File: src/rtl/multi_sel_pkg.sv
// Shared definitions for the multi_sel sequencer and its receiver/checker.
// Holds the phase encoding, product multipliers and default widths.
package multi_sel_pkg;

  localparam int DW_DEF = 8;
  localparam int OW_DEF = 11;
  localparam int PHASES = 4;

  localparam int MUL_P0 = 1;
  localparam int MUL_P1 = 3;
  localparam int MUL_P2 = 7;
  localparam int MUL_P3 = 8;

  typedef enum logic [1:0] {
    IDLE = 2'd0,
    P1   = 2'd1,
    P2   = 2'd2,
    P3   = 2'd3
  } state_t;

endpackage

File: src/rtl/multi_sel_rx_sat_counter.sv
// Saturating up-counter with synchronous clear (clear wins over increment).
module sat_counter #(
  parameter int W = 8
) (
  input  logic         clk,
  input  logic         rst,
  input  logic         clr,
  input  logic         inc,
  output logic [W-1:0] cnt
);

  always_ff @(posedge clk or negedge rst) begin
    if (!rst) begin
      cnt <= '0;
    end else if (clr) begin
      cnt <= '0;
    end else if (inc && (cnt != {W{1'b1}})) begin
      cnt <= cnt + 1'b1;
    end
  end

endmodule

File: src/rtl/multi_sel_rx.sv
// Receiver/checker for the d, 3d, 7d, 8d product stream: recovers d,
// checks each product, and counts bad frames and framing faults.
module multi_sel_rx
  import multi_sel_pkg::*;
#(
  parameter int DW  = DW_DEF,
  parameter int OW  = OW_DEF,
  parameter int ECW = 8
) (
  input  logic           clk,
  input  logic           rst,
  input  logic           in_grant,
  input  logic [OW-1:0]  in_data,
  input  logic           err_clr,
  output logic [DW-1:0]  d_out,
  output logic           d_valid,
  output logic [2:0]     prod_err,
  output logic           range_err,
  output logic           sync_err,
  output logic [ECW-1:0] err_cnt
);

  state_t state, state_nxt;

  logic [DW-1:0] d_cap;
  logic          range_flag;
  logic [1:0]    work_err;

  logic          capture;
  logic          sync_hit;
  logic          finish;
  logic [OW-1:0] expected;
  logic          mismatch;
  logic          frame_bad;
  logic          cnt_inc;

  logic [OW-1:0] d_ext;
  logic [OW-1:0] prod3;
  logic [OW-1:0] prod7;
  logic [OW-1:0] prod8;

  assign d_ext = {{(OW-DW){1'b0}}, d_cap};
  assign prod3 = (d_ext << 1) + d_ext;
  assign prod7 = (d_ext << 2) + (d_ext << 1) + d_ext;
  assign prod8 = d_ext << 3;

  always_ff @(posedge clk or negedge rst) begin
    if (!rst) begin
      state <= IDLE;
    end else begin
      state <= state_nxt;
    end
  end

  // A grant always restarts framing, even in the middle of a frame.
  always_comb begin
    state_nxt = state;
    if (in_grant) begin
      state_nxt = P1;
    end else begin
      case (state)
        IDLE:    state_nxt = IDLE;
        P1:      state_nxt = P2;
        P2:      state_nxt = P3;
        P3:      state_nxt = IDLE;
        default: state_nxt = IDLE;
      endcase
    end
  end

  always_comb begin
    capture  = in_grant;
    sync_hit = in_grant && (state != IDLE);
    finish   = !in_grant && (state == P3);
    case (state)
      P1:      expected = prod3;
      P2:      expected = prod7;
      P3:      expected = prod8;
      default: expected = '0;
    endcase
  end

  assign mismatch  = (in_data != expected);
  assign frame_bad = finish && (mismatch || (|work_err) || range_flag);
  assign cnt_inc   = frame_bad || sync_hit;

  always_ff @(posedge clk or negedge rst) begin
    if (!rst) begin
      d_cap      <= '0;
      range_flag <= 1'b0;
      work_err   <= '0;
    end else if (capture) begin
      d_cap      <= in_data[DW-1:0];
      range_flag <= |in_data[OW-1:DW];
      work_err   <= '0;
    end else if (state == P1) begin
      work_err[0] <= mismatch;
    end else if (state == P2) begin
      work_err[1] <= mismatch;
    end
  end

  // The 8d check is folded straight into prod_err on the completing edge.
  always_ff @(posedge clk or negedge rst) begin
    if (!rst) begin
      d_out     <= '0;
      d_valid   <= 1'b0;
      prod_err  <= '0;
      range_err <= 1'b0;
      sync_err  <= 1'b0;
    end else begin
      d_valid  <= finish;
      sync_err <= sync_hit;
      if (finish) begin
        d_out     <= d_cap;
        prod_err  <= {mismatch, work_err};
        range_err <= range_flag;
      end
    end
  end

  sat_counter #(
    .W(ECW)
  ) u_err_cnt (
    .clk(clk),
    .rst(rst),
    .clr(err_clr),
    .inc(cnt_inc),
    .cnt(err_cnt)
  );

endmodule

File: config.mk
export PLATFORM = sky130hd
export DESIGN_NAME = multi_sel_rx
export DESIGN_NICKNAME = d
export VERILOG_FILES = /design/src/rtl/multi_sel_pkg.sv /design/src/rtl/multi_sel_rx_sat_counter.sv /design/src/rtl/multi_sel_rx.sv
export SDC_FILE = /design/constraint.sdc
export NUM_CORES = 1
export LEC_CHECK = 0
export BUFFER_PORTS_ARGS = -buffer_cell sky130_fd_sc_hd__buf_4
export CORE_ASPECT_RATIO = 1.5
export CORE_MARGIN = 3
export CORE_UTILIZATION = 58
export DETAILED_ROUTE_END_ITERATION = 7
export HOLD_SLACK_MARGIN = 0.15
export PLACE_DENSITY = 0.8
export SYNTH_ARGS = -nofsm -noshare
export SYNTH_HDL_FRONTEND = slang
export SYNTH_HIERARCHICAL = 1
export SYNTH_SLANG_ARGS = --single-unit
File: constraint.sdc
create_clock -name clk -period 4.4 [get_ports clk]
set_clock_uncertainty 0.1 [all_clocks]
set_input_delay 0.44 -clock clk [delete_from_list [all_inputs] [get_ports clk]]
set_output_delay 0.44 -clock clk [all_outputs]
set_load 0.02 [all_outputs]
* After elaboration in Yosys (flattened, before gate mapping)
Index checks and enable logic that the tools add are counted.
Widths: inputs -> output; s select.
** Operators by class
- $add $sub $neg :: 4
- Equality and inequality tests :: 6
- Muxes and demuxes :: 9
- Reduce and logical (&&, ||, !) cells :: 17
** Operator list (number)
- $pmux 11 s3 :: 1
- $mux 8 :: 2
- $add 10x9->11 :: 1
- $add 11x8->11 :: 1
- $ne 11x11->1 :: 1
- $add 9x8->10 :: 1
- $add 8x1->8 const B :: 1
- $ne 8x8->1 const B :: 1
- $reduce_bool 2->1 :: 4
- $pmux 2 s3 :: 1
- $eq 2x2->1 const B :: 2
- $logic_and 1x1->1 :: 4
- $mux 2 :: 2
- $reduce_or 2->1 :: 2
- $logic_or 1x1->1 :: 3
- $mux 1 :: 3
- $reduce_or 3->1 :: 1
- $eq 2x1->1 const B :: 1
- $logic_not 2->1 :: 1
- $ne 2x2->1 const B :: 1
- $reduce_and 2->1 :: 1
- $logic_not 1->1 :: 1
** Storage, ports and cells
- Flip-flop bits (word level) :: 35
- Input bits :: 15
- Output and inout port bits :: 22
- Word-level logic and storage cells :: 47

* Logic depth before layout (Yosys ltp)
Gate-level depths: netlist of run 1.
- Depth after elaboration :: 11
- Depth in mapped cells :: 18

* Cells and area by module
Netlist of run 1, hierarchy kept.
** Modules (own cells, without submodules)
- multi_sel_rx :: instances 1, cells an instance 265, area each 2318.5 µm², seq. area each 675.6 µm²
- sat_counter :: instances 1, cells an instance 49, area each 464.2 µm², seq. area each 200.2 µm²

* Least setup slack after synthesis of run 1
No wires, ideal clock.
- Kind :: reg2reg
- Start :: register d_cap[2]
- End :: register u_err_cnt.cnt[7]
- Arrival time :: 3.821 ns
- Data required time :: 4.206 ns
- Setup slack :: 0.385 ns
- Stages on the path, launching flop included :: 19
- Cell sequence :: dfrtp_1 -> inv_1 -> fa_1 -> inv_1 -> ha_1 -> inv_1 -> fa_1 -> nand2b_1 -> a21oi_1 -> o22ai_2 -> xnor2_1 -> a211oi_2 -> mux2i_1 -> nor4_4 -> a31oi_1 -> buf_2 -> nand3_1 -> or3_1 -> a211oi_1
** On the way
- Cells in the longest elaborated chain, start to end :: 10
- Elaborated cells on any way between the ends :: 11
- Those cells by class :: add/sub: 3; eq/ne: 1; mux: 1; reduce/logical: 6
** RTL lines
- start: declaration :: RTL line multi_sel_rx.sv:25 : logic [DW-1:0] d_cap;
- start signal: assignment :: RTL line multi_sel_rx.sv:93 : d_cap <= in_data[DW-1:0];
- $add 10x9->11 :: RTL line multi_sel_rx.sv:44 : assign prod7 = (d_ext << 2) + (d_ext << 1) + d_ext;
- $add 11x8->11 :: RTL line multi_sel_rx.sv:44
- $pmux 11 s3 * :: RTL line multi_sel_rx.sv:75 : case (state)
- $ne 11x11->1 * :: RTL line multi_sel_rx.sv:83 : assign mismatch = (in_data != expected);
- $logic_or 1x1->1 * (2 in a row) :: RTL line multi_sel_rx.sv:84 : assign frame_bad = finish && (mismatch || (|work_err) || range_flag);
- $logic_and 1x1->1 * :: RTL line multi_sel_rx.sv:84
- $logic_or 1x1->1 * :: RTL line multi_sel_rx.sv:85 : assign cnt_inc = frame_bad || sync_hit;
- via cnt_inc :: RTL line multi_sel_rx.sv:35 : logic cnt_inc;
- $logic_and 1x1->1 * :: RTL line multi_sel_rx_sat_counter.sv:17 : end else if (inc && (cnt != {W{1'b1}})) begin
- $reduce_bool 2->1 (no source line) *
- end signal: assignment :: RTL line multi_sel_rx_sat_counter.sv:18 : cnt <= cnt + 1'b1;
- end: declaration :: RTL line multi_sel_rx_sat_counter.sv:9 : output logic [W-1:0] cnt
Mark *: on every way through the listed nets, which the timed path passes. The rest lies on a longest branch.
A chain may end at the register's enable or synchronous reset.

* Worst setup path after layout of run 1
- Start :: register d_cap[0]
- End :: register u_err_cnt.cnt[5]
Same word-level chain as after synthesis.

==> results of run 1 <==
-- layout make-up --
class	instances	area [um2]
timing repair buffer	48	366.6
multi-input combinational	247	1804
tap	64	80.08
inverter	22	82.58
sequential	35	877.1
clock buffer	8	100.1
fill	388	1269
-- tightest hold or removal path: stages --
cell                      delay, ns
sky130_fd_sc_hd__buf_4         0.10
sky130_fd_sc_hd__nand2_1       0.04
sky130_fd_sc_hd__o21ai_0       0.06
-- cell usage in the layout (no fill, tap or decap), types with 8 or more instances in the layout --
| master | instances |
|---|---|
| sky130_fd_sc_hd__dfrtp_1 | 34 |
| sky130_fd_sc_hd__nor3_1 | 9 |
| sky130_fd_sc_hd__buf_4 | 46 |
| sky130_fd_sc_hd__a21oi_1 | 12 |
| sky130_fd_sc_hd__fa_1 | 9 |
| sky130_fd_sc_hd__ha_1 | 20 |
| sky130_fd_sc_hd__inv_1 | 19 |
| sky130_fd_sc_hd__nor2_1 | 19 |
| sky130_fd_sc_hd__o21ai_0 | 21 |
| sky130_fd_sc_hd__nor2b_1 | 8 |
| sky130_fd_sc_hd__nand2_1 | 46 |
-- routing by layer --
metal	wire [um]	vias up	GRT usage, %
li1	-	1198	-
met5	0	-	0
met1	2777	1181	29.44
met2	3483	71	41.50
met3	210	15	2.740
met4	212	0	10.87
-- report_power, final --
group	total [mW]	switching (mW)	internal (mW)
registers	0.408	0.0371	0.371
logic	0.605	0.341	0.264
clock network	0.255	0.112	0.143
total	1.27	0.490	0.777
-- metrics by stage --
step / setup TNS (ns) / util, % / worst slack, ns / cell area, um2
6_report: 0 / 72.30 / 0.1224 / 3311
2_1_floorplan: 0 / - / 0.3850 / 2783
3_5_place_dp: 0 / 68.50 / 0.05988 / 3137
3_3_place_gp: 0 / 68.50 / 0.2295 / 3137
5_1_grt: -0.07747 / 72.30 / -0.04697 / 3311
4_1_cts: 0 / 70.90 / 0.005278 / 3247
-- flip-flops by register name (all words and copies together), names as in the netlist --
signal and flops:
work_err 2, d_valid 1, state 2, range_flag 1, d_out 8, prod_err 3
sync_err 1, u_err_cnt/cnt 8, d_cap 8, range_err 1
-- kinds of logic after synthesis --
family | share of synthesized area, %
xor gates and xnor gates | 2.833
muxes | 4.002
DFF | 31.47
adders and majority gates | 15.47
and+or+nand+nor | 22.66
buffers and inverters | 4.451
AOI/OAI and AO/OA | 19.11
-- path summary, 6_finish.rpt --
path	start	end	slack [ns]	cells after the start
min in group asynchronous	rst	u_err_cnt/cnt[1]	0.54	2
max in group asynchronous	rst	d_cap[0]	3.33	2
min reg2reg	d_out[7]	d_out[7]	0.38	2
max	d_cap[0]	u_err_cnt/cnt[5]	0.12	18
max reg2reg	d_cap[0]	u_err_cnt/cnt[5]	0.12	18
min	in_data[0]	d_cap[0]	0.30	3
-- what timing repair did --
action	4_1_cts	5_1_grt
buffers inserted	0	4
endpoints found under the setup margin	0	4
gates resized for setup	0	7
endpoints found under the hold margin	35	0
hold buffers	1	0
==> summary.md, run 1 <==
| Metric | Value |
|---|---|
| Half-perimeter wire length after placement | `5017 um` |
| DRC Markers | `0` |
| H-tree level count | `2` |
| Period utilization | `97.22%` |
| Worst EP required | `4.45 ns` |
| Clock latency of the later-clocked register in the worst-skew pair | `0.29 ns` |
| Fin. max-slew vios | `0` |
| Worst Max-Slew Pin Slew | `0.6716 ns` |
| Placed Instances | `410` |
| Detailed-routing iteration count for the pre-antenna-repair pass | `6` |
| Total global-route track usage | `23.93%` |
| Design Power | `1.267 mW` |
| Number of max-capacitance violations reported | `0` |
| Synthesis-stage register bit count | `35` |
| Warning count from the yosys run | `6` |
| CP delay by family, top | `compound AO/OA/AOI/OAI gates` |
| Maximum VDD drop | `0.2286 mV` |
| Port bufs | `36` |
| CORE AREA | `4579 um2` |
| CTS tree | `built` |
| Antenna Violating Nets Remaining | `0` |
| Die footprint | `5682 um2` |
| Async set-reset flop share out of synthesis | `100.0%` |
| Relative area change from synthesis to final layout | `18.97%` |
| Die extent in x | `62.56 um` |
| Mean area per synthesized cell | `8.862 um2` |
| Final cell count without fillers | `424` |
| DRC violation total after the first TritonRoute iteration | `208` |
| Type of the tightest min-delay check | `input port to register` |
| Register area share after synthesis | `31.47%` |
| Clock Sink Count | `35` |
| Fraction of layout instances using a drive strength above 1 | `23.33%` |
| Most numerous cell in the Yosys netlist | `sky130_fd_sc_hd__nand2_1` |
| Kind of start point of the critical path | `register` |
| Critical-path maximum fanout | `5` |
| Final critical delay including setup and external delays | `4.278 ns` |
| Dominant cell type by area after synthesis | `sky130_fd_sc_hd__dfrtp_1` |
| Total of endpoints with negative setup slack in the final report | `0` |
| Via-per-instance ratio | `5.814` |
| # rows | `30` |
| Status | `completed` |
| Startpoint-to-endpoint class of the critical path | `register to register` |
| Slowest stage cell on the critical path | `sky130_fd_sc_hd__a2111oi_0` |
| Number of antenna violations at the first check in global routing | `0` |
| CP Data Arrival Time | `4.33 ns` |
| Die Y-Extent | `90.84 um` |
| Count of flip-flops with a built-in enable after synthesis | `0` |
| Highest Clock Rate | `233.8 MHz` |
| Cell count after synthesis | `314` |
| Starting utilization of the core area | `60.77%` |
| Global-route wire length before repair | `10880 um` |
| Post-synthesis net count | `358` |
| Leading post-synthesis cells by instance count | `sky130_fd_sc_hd__nand2_1 (46), sky130_fd_sc_hd__dfrtp_1 (35), sky130_fd_sc_hd__inv_1 (21), sky130_fd_sc_hd__o21ai_0 (21), sky130_fd_sc_hd__ha_1 (20)` |
| Vias in the first global route | `2291` |
| Worst-case hold slack | `0.2960 ns` |
| Longest individual stage delay on the worst path | `0.52 ns` |
| Number of hold-slack violations in the final timing report | `0` |
| Wire length per cell after detailed routing | `15.76 um` |
| Num CTS Buffers | `5` |
| Antenna diodes | `0` |
| Global placer's final weighted congestion | `0.8686` |
| Number of buffers between clock root and the deepest sink | `2` |
| Commonest register cell after synthesis | `sky130_fd_sc_hd__dfrtp_1` |
| CTS clk-pin slew, worst paths | `0.07 ns` |
| Cell area after synthesis | `2783 um2` |
| Fraction of synthesized cell area taken by the top area cell type | `31.47%` |
| Congestion Overflow GR | `0` |
| Buffers & Inverters on Critical Path | `4` |
| Kind of end point of the critical path | `register` |
| Post-synth cell types | `58` |
| Number of vias after detailed routing | `2465` |
| Root buffer cell | `sky130_fd_sc_hd__clkbuf_8` |
| Maximum number of pins on one net before global-route repair | `36` |
| Total power density per cell area | `382.8 nW/um2` |
| Cell chain of the critical path | `inv_1 > fa_1 > inv_1 > ha_1 > inv_1 > fa_1 > nand2b_4 > a21oi_2 > o22ai_2 > xnor2_1 > a211oi_2 > mux2i_1 > nor4_4 > a31oi_2 > buf_4 > nand3_1 > a2111oi_0 > nor3b_1` |
| Most Frequent Cell on Critical Path | `sky130_fd_sc_hd__inv_1` |
| IO Count | `37` |
| Leakage power figure | `1.566 nW` |
| Main area contributors after synthesis | `sky130_fd_sc_hd__dfrtp_1 (31%), sky130_fd_sc_hd__ha_1 (9.0%), sky130_fd_sc_hd__fa_1 (6.5%), sky130_fd_sc_hd__nand2_1 (6.2%), sky130_fd_sc_hd__o21ai_0 (3.8%)` |
| Worst slew margin | `55.23%` |
| Fin nets | `403` |
| Detailed-route wire length | `6684 um` |
(Power assumes the default switching activity.)
==> inputs of run 2 (changes only) <==
--- a/config.mk
+++ b/config.mk
@@ -7,7 +7,7 @@
 export LEC_CHECK = 0
 export BUFFER_PORTS_ARGS = -buffer_cell sky130_fd_sc_hd__buf_4
 export CORE_ASPECT_RATIO = 1.5
-export CORE_MARGIN = 3
+export CORE_MARGIN = 5
 export CORE_UTILIZATION = 58
 export DETAILED_ROUTE_END_ITERATION = 7
 export HOLD_SLACK_MARGIN = 0.15
==> run 2 against run 1 <==
Non-clock buffer count decreased by 2. Critical path type unchanged. Sequential share of layout area decreased by 0.15 points. Utilization decreased by 2.0 points. Total power increased by 4.0%. Cell area increased by 0.42%. Via count increased by 1.9%. Cell count unchanged. Global-route usage decreased by 0.52 points. Largest cell class unchanged.
==> summary.md, run 2 (synthesis gave the netlist of run 1 again) <==
| Metric | Value |
|---|---|
| Clock latency of the later-clocked register in the worst-skew pair | `0.29 ns (about the same)` |
| Maximum number of pins on one net before global-route repair | `36 (unchanged)` |
| CP Data Arrival Time | `4.24 ns (-0.09 ns)` |
| Relative area change from synthesis to final layout | `19.47%` |
| Most common cell after layout, fill and taps aside | `sky130_fd_sc_hd__nand2_1` |
| Die footprint | `6312 um2 (+11%)` |
| CTS clk-pin slew, worst paths | `0.07 ns (about the same)` |
| H-tree level count | `2 (unchanged)` |
| Detailed-route wire length | `6889 um (+3.1%)` |
| Total global-route track usage | `23.41% (-0.52 points)` |
| Number of hold-slack violations in the final timing report | `0 (unchanged)` |
| Place WS | `0.04013 ns (-0.01975 ns)` |
| Congestion Overflow GR | `0 (unchanged)` |
| Num CTS Buffers | `5 (unchanged)` |
| Worst Reg2Reg Path Length in Cells | `16 (-2)` |
| Vias in the first global route | `2376 (+3.7%)` |
| Antenna diodes | `0 (unchanged)` |
| Period utilization | `94.63% (-2.6 points)` |
| Reg-to-reg setup timing slack | `0.24 ns (+0.11 ns)` |
| Number of buffers between clock root and the deepest sink | `2 (unchanged)` |
| Total of endpoints with negative setup slack in the final report | `0 (unchanged)` |
| Setup crit start | `d_cap[1]` |
| Reg2reg end | `u_err_cnt/cnt[0]` |
| Worst EP required | `4.48 ns (+0.03 ns)` |
| Antenna Violating Nets Remaining | `0 (unchanged)` |
| Detailed-routing iteration count for the pre-antenna-repair pass | `5 (-1)` |
| Worst Max-Slew Pin Slew | `0.7243 ns (+0.05269 ns)` |
| Worst Setup EP | `u_err_cnt/cnt[0]` |
| Design Power | `1.318 mW (+4.0%)` |
| Wire length per cell after detailed routing | `16.25 um (+3.1%)` |
| Fraction of layout instances using a drive strength above 1 | `22.91% (-0.43 points)` |
| Highest Clock Rate | `240.2 MHz (+2.7%)` |
| Startpoint-to-endpoint class of the critical path | `register to register` |
| Kind of end point of the critical path | `register` |
| Global-route wire length before repair | `11250 um (+3.4%)` |
| Worst slew margin | `51.71% (-3.5 points)` |
| Kind of start point of the critical path | `register` |
| Leakage power figure | `1.556 nW (-0.66%)` |
| Number of vias after detailed routing | `2513 (+1.9%)` |
| Via-per-instance ratio | `5.927 (+1.9%)` |
| IO Count | `37 (unchanged)` |
| Type of the tightest min-delay check | `input port to register` |
| Half-perimeter wire length after placement | `5220 um (+4.0%)` |
| Critical-path maximum fanout | `6 (+1)` |
| Source of the worst register-to-register timing path | `d_cap[1]` |
| CORE AREA | `4732 um2 (+3.3%)` |
| Clock Sink Count | `35 (unchanged)` |
| Number of antenna violations at the first check in global routing | `0 (unchanged)` |
| # rows | `31 (+3.3%)` |
| CTS tree | `built` |
| Top library cells by usage in the layout, fill and taps aside | `sky130_fd_sc_hd__nand2_1 (46), sky130_fd_sc_hd__buf_4 (45), sky130_fd_sc_hd__dfrtp_1 (35), sky130_fd_sc_hd__inv_1 (21), sky130_fd_sc_hd__o21ai_0 (21)` |
| Largest regs | `d_cap x8, d_out x8, u_err_cnt/cnt x8` |
| Total power density per cell area | `396.5 nW/um2 (+3.6%)` |
| Number of max-capacitance violations reported | `0 (unchanged)` |
| Final core occ | `70.25% (-2.0 points)` |
| Fin. max-slew vios | `0 (unchanged)` |
| Die extent in x | `66.56 um (+6.4%)` |
| Port bufs | `36 (unchanged)` |
| Maximum VDD drop | `0.1777 mV (-22%)` |
| Starting utilization of the core area | `58.80% (-2.0 points)` |
| Die Y-Extent | `94.84 um (+4.4%)` |
| Status | `completed` |
| DRC Markers | `0 (unchanged)` |
| Root buffer cell | `sky130_fd_sc_hd__clkbuf_8` |
| Fin nets | `401 (-0.50%)` |
| Final critical delay including setup and external delays | `4.164 ns (-0.1138 ns)` |
| DRC violation total after the first TritonRoute iteration | `197 (-5.3%)` |
| Global placer's final weighted congestion | `0.8888 (+2.3%)` |
| Minimum setup slack in the final design | `0.2362 ns (+0.1138 ns)` |
run 2: changes by cell type in the layout (fill, tap and decap cells not counted), sizes merged:
cell and change:
bufinv +1, buf -1, clkinv +1, clkdlybuf4s15 -1
clkbuf -2
run 2: worst max-delay path: stages, from the launching register on:
cell                       delay, ns
sky130_fd_sc_hd__dfrtp_1        0.41
sky130_fd_sc_hd__inv_1          0.11
sky130_fd_sc_hd__fa_1           0.43
sky130_fd_sc_hd__inv_1          0.08
sky130_fd_sc_hd__ha_2           0.20
sky130_fd_sc_hd__inv_1          0.06
sky130_fd_sc_hd__fa_1           0.37
sky130_fd_sc_hd__nand2b_1       0.21
sky130_fd_sc_hd__a21oi_2        0.18
sky130_fd_sc_hd__o22ai_2        0.10
sky130_fd_sc_hd__xnor2_1        0.14
sky130_fd_sc_hd__a211oi_2       0.29
sky130_fd_sc_hd__mux2i_2        0.33
sky130_fd_sc_hd__nor4_4         0.11
sky130_fd_sc_hd__a31oi_4        0.25
sky130_fd_sc_hd__a21boi_1       0.31
sky130_fd_sc_hd__mux2_2         0.36
run 2: through the flow:
stage               instances  instance area, um2  hold slack, ns  setup TNS [ns]
floorplan                 314                2783         0.04441               0
global placement          414                3154          0.3174               0
detailed placement        414                3154          0.3182               0
CTS                       423                3288          0.2799               0
global route              424                3324          0.2959        -0.02460
finish                    424                3324          0.2887               0
run 2: worst min-delay path by stage:
stage / start / end / slack [ns] / cells after the start
finish: in_data[0] / d_cap[0] / 0.29 / 3
detailed placement: rst / d_out[2] / 0.32 / 1
floorplan: rst / d_cap[0] / 0.04 / 0
global placement: rst / u_err_cnt/cnt[2] / 0.32 / 1
CTS: in_data[0] / d_cap[0] / 0.28 / 3
global route: err_clr / u_err_cnt/cnt[5] / 0.30 / 2
run 2: where the power goes:
group | internal (mW) | switching (mW)
Combinational | 0.261 | 0.344
Sequential | 0.370 | 0.0397
Clock | 0.183 | 0.120
Total | 0.815 | 0.503
run 2: what timing repair did:
item                       4_1_cts  5_1_grt
pin swaps                        0        3
setup endpoints to repair        2        4
hold endpoints to repair        35        0
gates resized for setup          1        7
hold buffers                     1        0
setup buffers                    0        1
run 2: layer usage:
| layer | vias up | share of wire [%] | track usage, % |
|---|---|---|---|
| met5 | - | 0 | 0 |
| met4 | 0 | 4.4 | 13.90 |
| met3 | 19 | 5.2 | 2.381 |
| met2 | 97 | 53 | 41.80 |
| met1 | 1200 | 37 | 26.19 |
| li1 | 1197 | - | - |
run 2: area by class of cell:
class / count / area (um2)
Multi-Input combinational cell: 247 / 1818
Fill cell: 383 / 1408
Sequential cell: 35 / 875.8
Timing Repair Buffer: 46 / 347.8
Clock buffer: 6 / 82.58
Inverter: 22 / 82.58
Tap cell: 66 / 82.58
Clock inverter: 2 / 35.03
==> inputs of run 3 (changes only) <==
--- a/config.mk
+++ b/config.mk
@@ -8,10 +8,11 @@
 export BUFFER_PORTS_ARGS = -buffer_cell sky130_fd_sc_hd__buf_4
 export CORE_ASPECT_RATIO = 1.5
 export CORE_MARGIN = 5
-export CORE_UTILIZATION = 58
+export CORE_UTILIZATION = 57
 export DETAILED_ROUTE_END_ITERATION = 7
 export HOLD_SLACK_MARGIN = 0.15
-export PLACE_DENSITY = 0.8
+export PLACE_DENSITY = 0.79
+export RECOVER_POWER = 25
 export SYNTH_ARGS = -nofsm -noshare
 export SYNTH_HDL_FRONTEND = slang
 export SYNTH_HIERARCHICAL = 1
==> run 3 against run 2 <==
The flow now finishes with violations (max-capacitance violations, max-slew violations). Flip-flop and latch count unchanged. Fmax increased by 0.87%. Sequential power barely moved. Clock-buffer cell count stayed put. Utilization down 0.94 points. Total power down 0.73%. Highest routed layer unchanged.
==> summary.md, run 3 (synthesis gave the netlist of run 1 again) <==
| Metric | Value |
|---|---|
| Status | `complete, but fails checks` |
| Violated checks | `max-capacitance violations, max-slew violations` |
| Global-route wire length before repair | `11030 um (-2.0%)` |
| Final core occ | `69.32% (-0.94 points)` |
| Antenna Violating Nets Remaining | `0 (unchanged)` |
| Fin nets | `401 (unchanged)` |
| Fraction of layout instances using a drive strength above 1 | `22.63% (-0.28 points)` |
| Total power density per cell area | `395.7 nW/um2 (-0.21%)` |
| Die extent in x | `67.05 um (+0.74%)` |
| Number of antenna violations at the first check in global routing | `0 (unchanged)` |
| Type of the tightest min-delay check | `input port to register` |
| Longest individual stage delay on the worst path | `0.43 ns (about the same)` |
| Most common cell after layout, fill and taps aside | `sky130_fd_sc_hd__nand2_1` |
| Worst EP required | `4.51 ns (+0.03 ns)` |
| Antenna diodes | `0 (unchanged)` |
| CTS tree | `built` |
| Number of max-capacitance violations reported | `1 (+1)` |
| Wire length per cell after detailed routing | `15.85 um (-2.5%)` |
| Place WS | `0.08102 ns (+0.04089 ns)` |
| Critical-path maximum fanout | `8 (+2)` |
| Kind of start point of the critical path | `register` |
| Fin. max-slew vios | `36 (+36)` |
| Die Y-Extent | `95.57 um (+0.78%)` |
| Number of hold-slack violations in the final timing report | `0 (unchanged)` |
| Maximum VDD drop | `0.1683 mV (-5.3%)` |
| Congestion Overflow GR | `0 (unchanged)` |
| Port bufs | `36 (unchanged)` |
| Minimum setup slack in the final design | `0.2720 ns (+0.03581 ns)` |
| Startpoint-to-endpoint class of the critical path | `register to register` |
| Global placer's final weighted congestion | `0.8820 (-0.77%)` |
| # rows | `31 (unchanged)` |
| Half-perimeter wire length after placement | `5019 um (-3.9%)` |
| Clock latency of the later-clocked register in the worst-skew pair | `0.29 ns (about the same)` |
| Total of endpoints with negative setup slack in the final report | `0 (unchanged)` |
| H-tree level count | `2 (unchanged)` |
| Top library cells by usage in the layout, fill and taps aside | `sky130_fd_sc_hd__nand2_1 (46), sky130_fd_sc_hd__buf_4 (42), sky130_fd_sc_hd__dfrtp_1 (34), sky130_fd_sc_hd__o21ai_0 (21), sky130_fd_sc_hd__ha_1 (20)` |
| CP Data Arrival Time | `4.24 ns (about the same)` |
| Largest regs | `d_cap x8, d_out x8, u_err_cnt/cnt x8` |
| Cell chain of the critical path | `inv_2 > fa_1 > inv_1 > ha_1 > inv_1 > fa_1 > nand2b_4 > a21oi_2 > o22ai_2 > xnor2_1 > a211oi_2 > mux2i_1 > nor4_4 > a31oi_1 > buf_4 > nand3_2 > or3_1 > a211oi_2` |
| Accumulated negative setup slack | `0 ns (unchanged)` |
| Fillcell total | `403 (+5.2%)` |
| DRC violation total after the first TritonRoute iteration | `121 (-39%)` |
| Final critical delay including setup and external delays | `4.128 ns (-0.03581 ns)` |
| Worst slew margin | `-23.77% (-75 points)` |
| IO Count | `37 (unchanged)` |
| Highest Clock Rate | `242.2 MHz (+0.87%)` |
| Slowest stage cell on the critical path | `sky130_fd_sc_hd__fa_1` |
| CORE AREA | `4771 um2 (+0.82%)` |
| Number of buffers between clock root and the deepest sink | `2 (unchanged)` |
| Clock Sink Count | `35 (unchanged)` |
| Sequential cell area | `877.1 um2 (+0.14%)` |
| Die footprint | `6408 um2 (+1.5%)` |
| Root buffer cell | `sky130_fd_sc_hd__clkbuf_8` |
| Vias in the first global route | `2340 (-1.5%)` |
| Leakage power figure | `1.557 nW (about the same)` |
| Relative area change from synthesis to final layout | `18.84%` |
| Number of vias after detailed routing | `2483 (-1.2%)` |
| Total global-route track usage | `22.53% (-0.88 points)` |
| Maximum number of pins on one net before global-route repair | `36 (unchanged)` |
| Num CTS Buffers | `5 (unchanged)` |
| Detailed-route wire length | `6720 um (-2.5%)` |
| Period utilization | `93.82% (-0.81 points)` |
| Starting utilization of the core area | `58.33% (-0.48 points)` |
| Via-per-instance ratio | `5.856 (-1.2%)` |
| Design Power | `1.308 mW (-0.73%)` |
| CTS clk-pin slew, worst paths | `0.07 ns (about the same)` |
| Worst Max-Slew Pin Slew | `1.857 ns (+1.132 ns)` |
| Setup repair after global routing missed its margin | `no` |
| Kind of end point of the critical path | `register` |
| Multi-input logic area | `1810 um2 (-0.41%)` |
| DRC Markers | `0 (unchanged)` |
| Detailed-routing iteration count for the pre-antenna-repair pass | `4 (-1)` |
[run 3: cell types whose count changed in the layout (fill, tap and decap cells not counted), sizes merged]
cell,before,now
buf,45,42
clkbuf,6,9
[run 3: final timing paths]
check | startpoint | end | slack [ns] | cells after the start
max in group asynchronous | rst | d_cap[0] | 1.90 | 2
setup / recovery | d_cap[1] | u_err_cnt/cnt[7] | 0.27 | 18
hold reg to reg | d_out[7] | d_out[7] | 0.38 | 2
min in group asynchronous | rst | u_err_cnt/cnt[1] | 1.09 | 2
hold / removal | err_clr | u_err_cnt/cnt[7] | 0.29 | 2
setup reg to reg | d_cap[1] | u_err_cnt/cnt[7] | 0.27 | 18
[run 3: area by class of cell]
cell class	count	share of cell area (%)
timing repair buffer	46	10.18
multi-input combinational	247	54.75
clock buffer	6	2.497
sequential	35	26.52
tap	66	2.497
inverter	22	2.497
clock inverter	2	1.059
[run 3: timing repair]
action / CTS / global route
hold buffers: 1 / 0
endpoints found under the setup margin: 0 / 6
resized for setup: 0 / 9
setup buffers: 0 / 4
hold endpoints to repair: 35 / 0
[run 3: worst max-delay path: cells and delay by family, from the launching register on]
family / cells / cell delay, ns
xor+xnor: 1 / 0.15
compound gates: 5 / 0.93
mux: 1 / 0.32
simple gates: 4 / 0.73
fa+ha+maj: 3 / 1.00
buf+inv: 4 / 0.42
flops: 1 / 0.39
[run 3: power breakdown]
group | leakage (nW) | internal [mW] | switching (mW)
Sequential | 0.440 | 0.371 | 0.0391
Combinational | 1.06 | 0.261 | 0.338
Clock | 0.0612 | 0.183 | 0.117
[run 3: metal layers]
layer	vias to the layer above	share of wire (%)	global-route usage (%)
li1	1202	-	-
met1	1207	40	26.97
met2	64	54	40.03
met3	10	3.9	2.123
met4	0	2.0	9.983
met5	-	0	0
[run 3: stage by stage]
| step | cells | cell area (um2) | hold slack [ns] |
|---|---|---|---|
| 2_1_floorplan | 314 | 2783 | 0.04441 |
| 5_1_grt | 424 | 3307 | 0.2920 |
| 3_5_place_dp | 411 | 3132 | 0.3151 |
| 3_3_place_gp | 411 | 3132 | 0.3169 |
| 6_report | 424 | 3307 | 0.2861 |
| 4_1_cts | 420 | 3259 | 0.2895 |
